File: src/rtl/user_mgr_obi_arb_pkg.sv
// Shared types for the user-domain OBI manager arbiter: requester naming,
// index types, OBI request/response structs and the arbiter state encoding.
package user_mgr_obi_arb_pkg;

  localparam int unsigned NumUserMgr = 2;

  function automatic int unsigned idx_width(input int unsigned n);
    return (n > 1) ? $clog2(n) : 1;
  endfunction

  typedef logic [idx_width(NumUserMgr)-1:0] user_mgr_idx_t;

  typedef enum user_mgr_idx_t {
    UserMgrScrubber = 0,
    UserMgrLoader   = 1
  } user_mgr_e;

  typedef struct packed {
    logic        req;
    logic        we;
    logic [3:0]  be;
    logic [31:0] addr;
    logic [31:0] wdata;
  } obi_req_t;

  typedef struct packed {
    logic [31:0] rdata;
    logic        err;
  } obi_r_t;

  typedef struct packed {
    logic   gnt;
    logic   rvalid;
    obi_r_t r;
  } obi_rsp_t;

  typedef enum logic {
    ArbIdle   = 1'b0,
    ArbLocked = 1'b1
  } arb_state_e;

endpackage

File: src/rtl/user_mgr_idx_fifo.sv
// Small synchronous FIFO of requester indices; a pop and a push in the same
// cycle are allowed even when full, since the read is taken before the write.
module user_mgr_idx_fifo #(
  parameter int unsigned Depth = 2,
  parameter int unsigned Width = 1,
  localparam int unsigned CntW = $clog2(Depth + 1)
) (
  input  logic             clk_i,
  input  logic             rst_ni,
  input  logic             push_i,
  input  logic [Width-1:0] data_i,
  input  logic             pop_i,
  output logic [Width-1:0] data_o,
  output logic [CntW-1:0]  count_o,
  output logic             full_o,
  output logic             empty_o
);
  localparam int unsigned PtrW = (Depth > 1) ? $clog2(Depth) : 1;

  logic [Width-1:0] mem_q [Depth];
  logic [PtrW-1:0]  wr_ptr_q, wr_ptr_d, rd_ptr_q, rd_ptr_d;
  logic [CntW-1:0]  count_q, count_d;

  always_comb begin
    wr_ptr_d = wr_ptr_q;
    rd_ptr_d = rd_ptr_q;
    if (push_i) wr_ptr_d = (wr_ptr_q == PtrW'(Depth - 1)) ? '0 : wr_ptr_q + PtrW'(1);
    if (pop_i)  rd_ptr_d = (rd_ptr_q == PtrW'(Depth - 1)) ? '0 : rd_ptr_q + PtrW'(1);
    count_d = count_q + CntW'(push_i) - CntW'(pop_i);
  end

  always_ff @(posedge clk_i or negedge rst_ni) begin
    if (!rst_ni) begin
      wr_ptr_q <= '0;
      rd_ptr_q <= '0;
      count_q  <= '0;
      for (int i = 0; i < Depth; i++) mem_q[i] <= '0;
    end else begin
      wr_ptr_q <= wr_ptr_d;
      rd_ptr_q <= rd_ptr_d;
      count_q  <= count_d;
      if (push_i) mem_q[wr_ptr_q] <= data_i;
    end
  end

  assign data_o  = mem_q[rd_ptr_q];
  assign count_o = count_q;
  assign full_o  = (count_q == CntW'(Depth));
  assign empty_o = (count_q == '0);

endmodule

File: src/rtl/user_mgr_obi_arb.sv
// Round-robin arbiter sharing one OBI manager port between user requesters;
// locks an ungranted request and routes each response back to its issuer.
module user_mgr_obi_arb
  import user_mgr_obi_arb_pkg::*;
#(
  parameter int unsigned NumMgr      = 2,
  parameter int unsigned NumMaxTrans = 2,
  parameter type         mgr_obi_req_t = obi_req_t,
  parameter type         mgr_obi_rsp_t = obi_rsp_t
) (
  input  logic                      clk_i,
  input  logic                      rst_ni,
  input  logic                      testmode_i,
  input  mgr_obi_req_t [NumMgr-1:0] req_i,
  output mgr_obi_rsp_t [NumMgr-1:0] rsp_o,
  output mgr_obi_req_t              mgr_req_o,
  input  mgr_obi_rsp_t              mgr_rsp_i,
  output logic                      busy_o,
  output logic                      rsp_err_o,
  output arb_state_e                dbg_state_o
);
  localparam int unsigned IdxW = idx_width(NumMgr);
  localparam int unsigned CntW = $clog2(NumMaxTrans + 1);

  // Handshake: a request is transferred when mgr_req_o.req & mgr_rsp_i.gnt;
  // an ungranted request stays forwarded unchanged until that happens.
  arb_state_e      state_q, state_d;
  logic [IdxW-1:0] rr_q, rr_d, lock_q, lock_d, winner, sel, head;
  logic            found, fwd, accept, pop, full, empty, block;
  logic [CntW-1:0] count;
  logic            unused_testmode;

  assign unused_testmode = testmode_i;

  // A response in this cycle frees a slot before the new push lands.
  assign block = full & ~mgr_rsp_i.rvalid;

  always_comb begin : p_pick
    int unsigned k;
    logic [IdxW-1:0] kk;
    winner = '0;
    found  = 1'b0;
    k      = 0;
    kk     = '0;
    for (int i = 0; i < NumMgr; i++) begin
      k  = (int'(rr_q) + i) % NumMgr;
      kk = IdxW'(k);
      if (!found && !block && req_i[kk].req) begin
        found  = 1'b1;
        winner = kk;
      end
    end
  end

  assign sel       = (state_q == ArbLocked) ? lock_q : winner;
  assign fwd       = (state_q == ArbLocked) | found;
  assign mgr_req_o = fwd ? req_i[sel] : '0;
  assign accept    = mgr_req_o.req & mgr_rsp_i.gnt;
  assign pop       = mgr_rsp_i.rvalid & ~empty;
  assign rsp_err_o = mgr_rsp_i.rvalid & empty;

  always_comb begin
    rsp_o = '0;
    rsp_o[sel].gnt = accept;
    if (pop) begin
      rsp_o[head].rvalid = 1'b1;
      rsp_o[head].r      = mgr_rsp_i.r;
    end
  end

  always_comb begin
    state_d = state_q;
    rr_d    = rr_q;
    lock_d  = lock_q;
    case (state_q)
      ArbIdle: begin
        if (found && !accept) begin
          state_d = ArbLocked;
          lock_d  = winner;
        end
      end
      ArbLocked: begin
        // A requester that drops its request releases the lock ungranted.
        if (accept || !req_i[lock_q].req) state_d = ArbIdle;
      end
      default: state_d = ArbIdle;
    endcase
    if (accept) rr_d = (sel == IdxW'(NumMgr - 1)) ? '0 : sel + IdxW'(1);
  end

  always_ff @(posedge clk_i or negedge rst_ni) begin
    if (!rst_ni) begin
      state_q <= ArbIdle;
      rr_q    <= '0;
      lock_q  <= '0;
    end else begin
      state_q <= state_d;
      rr_q    <= rr_d;
      lock_q  <= lock_d;
    end
  end

  user_mgr_idx_fifo #(
    .Depth (NumMaxTrans),
    .Width (IdxW)
  ) i_idx_fifo (
    .clk_i   (clk_i),
    .rst_ni  (rst_ni),
    .push_i  (accept),
    .data_i  (sel),
    .pop_i   (pop),
    .data_o  (head),
    .count_o (count),
    .full_o  (full),
    .empty_o (empty)
  );

  assign busy_o      = (count != '0) | (state_q == ArbLocked);
  assign dbg_state_o = state_q;

endmodule

File: config.mk
export PLATFORM = sky130hd
export DESIGN_NAME = user_mgr_obi_arb
export DESIGN_NICKNAME = d
export VERILOG_FILES = /design/src/rtl/user_mgr_obi_arb_pkg.sv /design/src/rtl/user_mgr_idx_fifo.sv /design/src/rtl/user_mgr_obi_arb.sv
export SDC_FILE = /design/constraint.sdc
export NUM_CORES = 1
export LEC_CHECK = 0
export CAP_MARGIN = 20
export CORE_AREA = 2 2 124 126
export DETAILED_ROUTE_END_ITERATION = 6
export DIE_AREA = 0 0 126 128
export PLACE_DENSITY = 0.53
export SKIP_CTS_REPAIR_TIMING = 1
export SLEW_MARGIN = 20
export SYNTH_ARGS = -nofsm -noshare
export SYNTH_HDL_FRONTEND = slang
export SYNTH_SLANG_ARGS = --single-unit
File: constraint.sdc
create_clock -name clk_i -period 1.7 [get_ports clk_i]
set_clock_uncertainty 0.1 [all_clocks]
set_input_delay 0.255 -clock clk_i [delete_from_list [all_inputs] [get_ports clk_i]]
set_output_delay 0.255 -clock clk_i [all_outputs]
set_load 0.005 [all_outputs]
==> results of run 1 <==
==> worst paths after layout <==
check,depth (start not counted),endpoint,startpoint
setup / recovery,7,mgr_req_o[26],i_idx_fifo.count_o[1]
hold / removal,1,rr_q,rst_ni
setup reg to reg,9,i_idx_fifo.count_o[1],i_idx_fifo.count_o[0]
hold reg to reg,1,i_idx_fifo.mem_q[1],i_idx_fifo.mem_q[1]
max in group asynchronous,1,dbg_state_o,rst_ni
min in group clk_i,1,i_idx_fifo.mem_q[1],i_idx_fifo.mem_q[1]
==> placed cells by master, fill, tap and decap left out, types with 2 or more instances in the layout <==
| cell | count |
|---|---|
| clkdlybuf4s50_1 | 298 |
| nand2_1 | 141 |
| and2_1 | 67 |
| o21ai_1 | 42 |
| o21ai_0 | 21 |
| buf_4 | 20 |
| buf_12 | 11 |
| dlymetal6s2s_1 | 9 |
| buf_2 | 9 |
| dfrtp_1 | 8 |
| o21ai_2 | 7 |
| inv_1 | 5 |
| clkbuf_16 | 4 |
| nor2_1 | 3 |
| xnor2_1 | 3 |
| clkbuf_2 | 3 |
| nor2b_1 | 2 |
| mux2i_1 | 2 |
| a21oi_1 | 2 |
| nor3_1 | 2 |
| ha_1 | 2 |
==> area by class of cell <==
class | count | area [sq um] | share of cell area
timing repair buffer | 352 | 3560 | 0.618
sequential | 9 | 226 | 0.0393
tap | 188 | 235 | 0.0408
inverter | 6 | 22.5 | 0.00391
multi-input combinational | 309 | 1640 | 0.284
clock buffer | 4 | 78.8 | 0.0137
==> stage by stage <==
step / util / instance area (sq um)
final: 0.388 / 5760
after global routing: 0.388 / 5760
after CTS: 0.384 / 5710
after detailed placement: 0.379 / 5630
after global placement: 0.379 / 5630
after floorplan: - / 2030
==> per-layer routing <==
metal / routed length (um) / global-route usage / share of wire / vias to the layer above
met2: 6510 / 0.263 / 0.52 / 165
met4: 53 / 0.0103 / 0.0043 / 0
li1: - / - / - / 1780
met1: 4780 / 0.159 / 0.38 / 1558
met3: 1080 / 0.0409 / 0.087 / 7
met5: 0 / 0 / 0 / -
==> power breakdown <==
part | switching (W) | internal, W | leakage (nW)
clock network | 0.000105 | 0.000314 | 0.0382
logic | 0.00196 | 0.00303 | 2.33
registers | 0.0000777 | 0.000320 | 0.105
==> registers in the layout, indices dropped and copies added (netlist names) <==
name / flops
i_idx_fifo.rd_ptr_q: 1
dbg_state_o: 1
rr_q: 1
i_idx_fifo.mem_q: 2
i_idx_fifo.count_o: 2
lock_q: 1
i_idx_fifo.wr_ptr_q: 1
==> kinds of logic (layout without fill, tap and decap cells) <==
logic type,after synthesis,count (layout),synth area share
AOI/OAI and AO/OA,76,76,0.216
xor gates and xnor gates,4,4,0.0172
adders and majority gates,2,2,0.0123
buffers and inverters,34,362,0.104
DFF,9,9,0.111
muxes,4,4,0.0209
and+or+nand+nor,223,223,0.519
==> critical path, cell delays in order (launching register included) <==
cell and delay [ps]:
dfrtp_1 370, nor3b_4 160, o41ai_4 340, buf_12 180
buf_12 180, nand2_1 60, o21ai_0 80, clkdlybuf4s50_1 530
==> metrics.cfg, run 1 <==
[final_layout]
diodes=0
drive_gt1_frac=0.0971
area_growth_pct=184
fin_nets=861
final_cells=868
fill_cells=1553

[sta]
tns_ps=-99640
fin_ws_ps=-814
max-slew-margin-rel=0.694
slew_violations=0
max_freq_mhz=398
fin_crit_sh=1.48
rsz0062_at_grt=yes
setup-violations-final=145
holdWs_ps=240
period_minus_slack_ps=2510
tightest_slew_ps=458
hold_viol_final=0

[global_routing]
grt_start_max_net_pins=36
antenna_found_initial=0
grt_overflow=0
grt_pass1_vias=3417
grtUsageTotal=0.138
grt_pass1_wl_mm=18.2

[status]
violations=setup timing
status=finished with violations

[cts]
ctsRootBufferMaster=clkbuf_16
clock_latency_ps=240
cts.sinks=9
cts_buffers=3
cts_tree=done
cts_buffer_depth=2
cts_htree_levels=1
path_clk_slew_ps=40

[yosys]
yosysMostFrequentCell=nand2_1
synthesis.area_sq_mm=0.00203
yosys-top-cells-count=nand2_1, and2_1, o21ai_0
ys_seq_area_frac=0.111
ys_types=33
ys_warn_count=0
yosys-top-cells-area=nand2_1, and2_1, o21ai_0
synthCells=352
synth_top_area_share=0.260
syn_area_per_cell_sq_um=5.77
async_flop_share=1.00
synth_edf_count=0
ys_ff_latch=9
synth_nets=532
yosysTopAreaCell=nand2_1
synthFlopType=dfrtp_1

[place]
io_buffers=319
place_congestion=0.802
preCtsSetupSlack_ps=-1000
placed_cells=861
hpwl_mm=10.3

[flow_run]
max_cap_viol_count=0

[routing]
drt_iter0_markers=147
via_per_inst=4.04
wire_per_inst_um=14.3
drc=0
dr.pass1.iters=4
num_vias=3510
ant_nets=0
routed_wl_mm=12.4

[die]
die_area_sq_mm=0.0161
boundaryPins=321
die-height_um=128
core-area_sq_mm=0.0149
start_util=0.137
rows=45
die_w_um=126

[power_and_ir_drop]
leakagePower_nw=2.47
design_power_total_w=0.00581
worst_ir_drop_vdd_mv=0.365
p_per_area_mw_per_mm2=1010

[setup_path]
start_kind=flip-flop
ff2ff_setup_slack_ps=-360
worstSetupPathType=reg -> out
required_ps=1340
end_kind=output port
arrival_ps=2160
cp_max_fo=33

[worst_hold_path]
holdCritPathClass=in -> async

No activity file was read; power rests on OpenSTA's default activity.
==> run 2, diff against run 1 <==
==> constraint.sdc (replaced) <==
create_clock -name clk_i -period 2.3 [get_ports clk_i]
set_clock_uncertainty 0.1 [all_clocks]
set_input_delay 0.345 -clock clk_i [delete_from_list [all_inputs] [get_ports clk_i]]
set_output_delay 0.345 -clock clk_i [all_outputs]
set_load 0.005 [all_outputs]
==> run 2 against run 1 <==
- the run still ends with setup timing left
- non-clock buffer count increased by 43
- worst setup slack improved by 700 ps
- die area unchanged
- critical endpoint is now mgr_req_o[38]
==> metrics.cfg, run 2 (same netlist as run 1, synthesis figures left out) <==
[sta]
hold_viol_final=0  ; unchanged
tns_ps=-1350  ; +98290 ps
slew_violations=0  ; unchanged
max_freq_mhz=415
setup-violations-final=45  ; -69%
tightest_slew_ps=391  ; -67.2 ps
rsz0062_at_grt=yes
max-slew-margin-rel=0.739  ; +0.0449
fin_ws_ps=-111  ; +704 ps
period_minus_slack_ps=2410
fin_crit_sh=1.05
holdWs_ps=308  ; +67.8 ps

[global_routing]
grt_overflow=0  ; unchanged
antenna_found_initial=0  ; unchanged
grt_pass1_wl_mm=17.7  ; -2.5%
grt_start_max_net_pins=45  ; +25%
grt_pass1_vias=3454  ; +1.1%
grtUsageTotal=0.135  ; -0.00374

[place]
preCtsSetupSlack_ps=-803  ; +200 ps
hpwl_mm=10.2  ; -0.98%
place_congestion=0.882  ; +10%
io_buffers=319  ; unchanged
postPlaceCellArea_sq_mm=0.00566  ; +0.58%

[setup_path]
worstSetupPathType=reg -> out
path_cells=buf_4 > o41ai_4 > buf_6 > buf_12 > buf_4 > buf_6 > buf_6 > nand2_1 > o21ai_2 > buf_2
slowest_stage=dfrtp_1
cpMostUsedCell=buf_6
slowest_delay_ps=380  ; -150 ps
start_kind=flip-flop
arrival_ps=1970  ; -190 ps
cp_max_fo=6  ; -82%
required_ps=1860  ; +520 ps
end_kind=output port

[power_and_ir_drop]
worst_ir_drop_vdd_mv=0.301  ; -18%
p_comb_frac=0.877  ; +0.017
switchingPower_w=0.00183  ; -15%
p_per_area_mw_per_mm2=764  ; -24%
sw_frac_of_total=0.378  ; +0.00832
clkPwrFrac=0.061  ; -0.011
leakagePower_nw=3.80  ; +54%
pwr-share-seq=0.062  ; -0.006
intPower_w=0.00301  ; -18%

[cts]
cts_tree=done
clock_latency_ps=230  ; about the same
cts_htree_levels=1  ; unchanged
cts_buffers=3  ; unchanged
ctsRootBufferMaster=clkbuf_16
cts.sinks=9  ; unchanged
path_clk_slew_ps=40  ; about the same
cts_buffer_depth=2  ; unchanged

[status]
status=finished with violations
violations=setup timing

[final_layout]
diodes=0  ; unchanged
final_common_cell=clkdlybuf4s50_1
layout_common_cells=clkdlybuf4s50_1, nand2_1, and2_1, dlymetal6s2s_1, buf_2
fin_nets=904  ; +5.0%
area_growth_pct=211
stdcell_area_sq_mm=0.00632  ; +9.7%
drive_gt1_frac=0.260  ; +0.163

[routing]
wire_per_inst_um=14.8  ; +3.3%
drc=0  ; unchanged
num_vias=3731  ; +6.3%
routed_wl_mm=13.5  ; +8.4%
via_per_inst=4.10  ; +1.3%
ant_nets=0  ; unchanged
dr.pass1.iters=5  ; +1
drt_iter0_markers=97  ; -34%

[die]
rows=45  ; unchanged
die_w_um=126  ; unchanged
die-height_um=128  ; unchanged
core-area_sq_mm=0.0149  ; unchanged
start_util=0.137  ; unchanged
boundaryPins=321  ; unchanged
die_area_sq_mm=0.0161  ; unchanged

[flow_run]
max_cap_viol_count=0  ; unchanged

[worst_hold_path]
holdCritPathClass=in -> async

==> run 2: final cells by class <==
class | count | area [sq um]
Tap cell | 188 | 235
Fill cell | 1491 | 8540
Timing Repair Buffer | 395 | 4040
Inverter | 6 | 22.5
Clock buffer | 4 | 78.8
Multi-Input combinational cell | 309 | 1730
Sequential cell | 9 | 225
==> run 2: path summary, 6_finish.rpt <==
path	from	slack, ps	cells past startpoint	to
setup reg to reg	i_idx_fifo.count_o[0]	240	9	i_idx_fifo.count_o[1]
max in group asynchronous	rst_ni	1510	1	i_idx_fifo.wr_ptr_q
hold / removal	rst_ni	310	1	rr_q
setup / recovery	dbg_state_o	-110	10	mgr_req_o[38]
min in group clk_i	req_i[69]	370	3	lock_q
hold reg to reg	i_idx_fifo.wr_ptr_q	400	1	i_idx_fifo.wr_ptr_q
==> run 2: layer usage <==
metal / part of all wire / GRT usage / vias up
li1: - / - / 1869
met1: 0.38 / 0.146 / 1661
met2: 0.54 / 0.265 / 183
met3: 0.065 / 0.0321 / 18
met4: 0.016 / 0.0252 / 0
met5: 0 / 0 / -
==> run 2: stage by stage <==
stage / std cells / util / total power, W
6_report: 911 / 0.425 / 0.00483
3_3_place_gp: 867 / 0.381 / 0.00398
3_5_place_dp: 867 / 0.381 / 0.00401
2_1_floorplan: 352 / - / 0.00169
4_1_cts: 871 / 0.386 / 0.00433
5_1_grt: 911 / 0.425 / 0.00520
==> run 2: critical path: cells and delay by family (launching register included) <==
family / cells / cell delay (ps)
buffers and inverters: 7 / 900
DFF: 1 / 380
AOI/OAI and AO/OA: 2 / 380
and+or+nand+nor: 1 / 60
==> run 2: power groups by stage <==
stage	logic (W)	clock network, W	registers, W
6_report	0.00424	0.000296	0.000299
5_1_grt	0.00458	0.000315	0.000308
4_1_cts	0.00373	0.000301	0.000289
3_5_place_dp	0.00372	0	0.000290
3_3_place_gp	0.00370	0	0.000286
2_1_floorplan	0.00140	0	0.000294
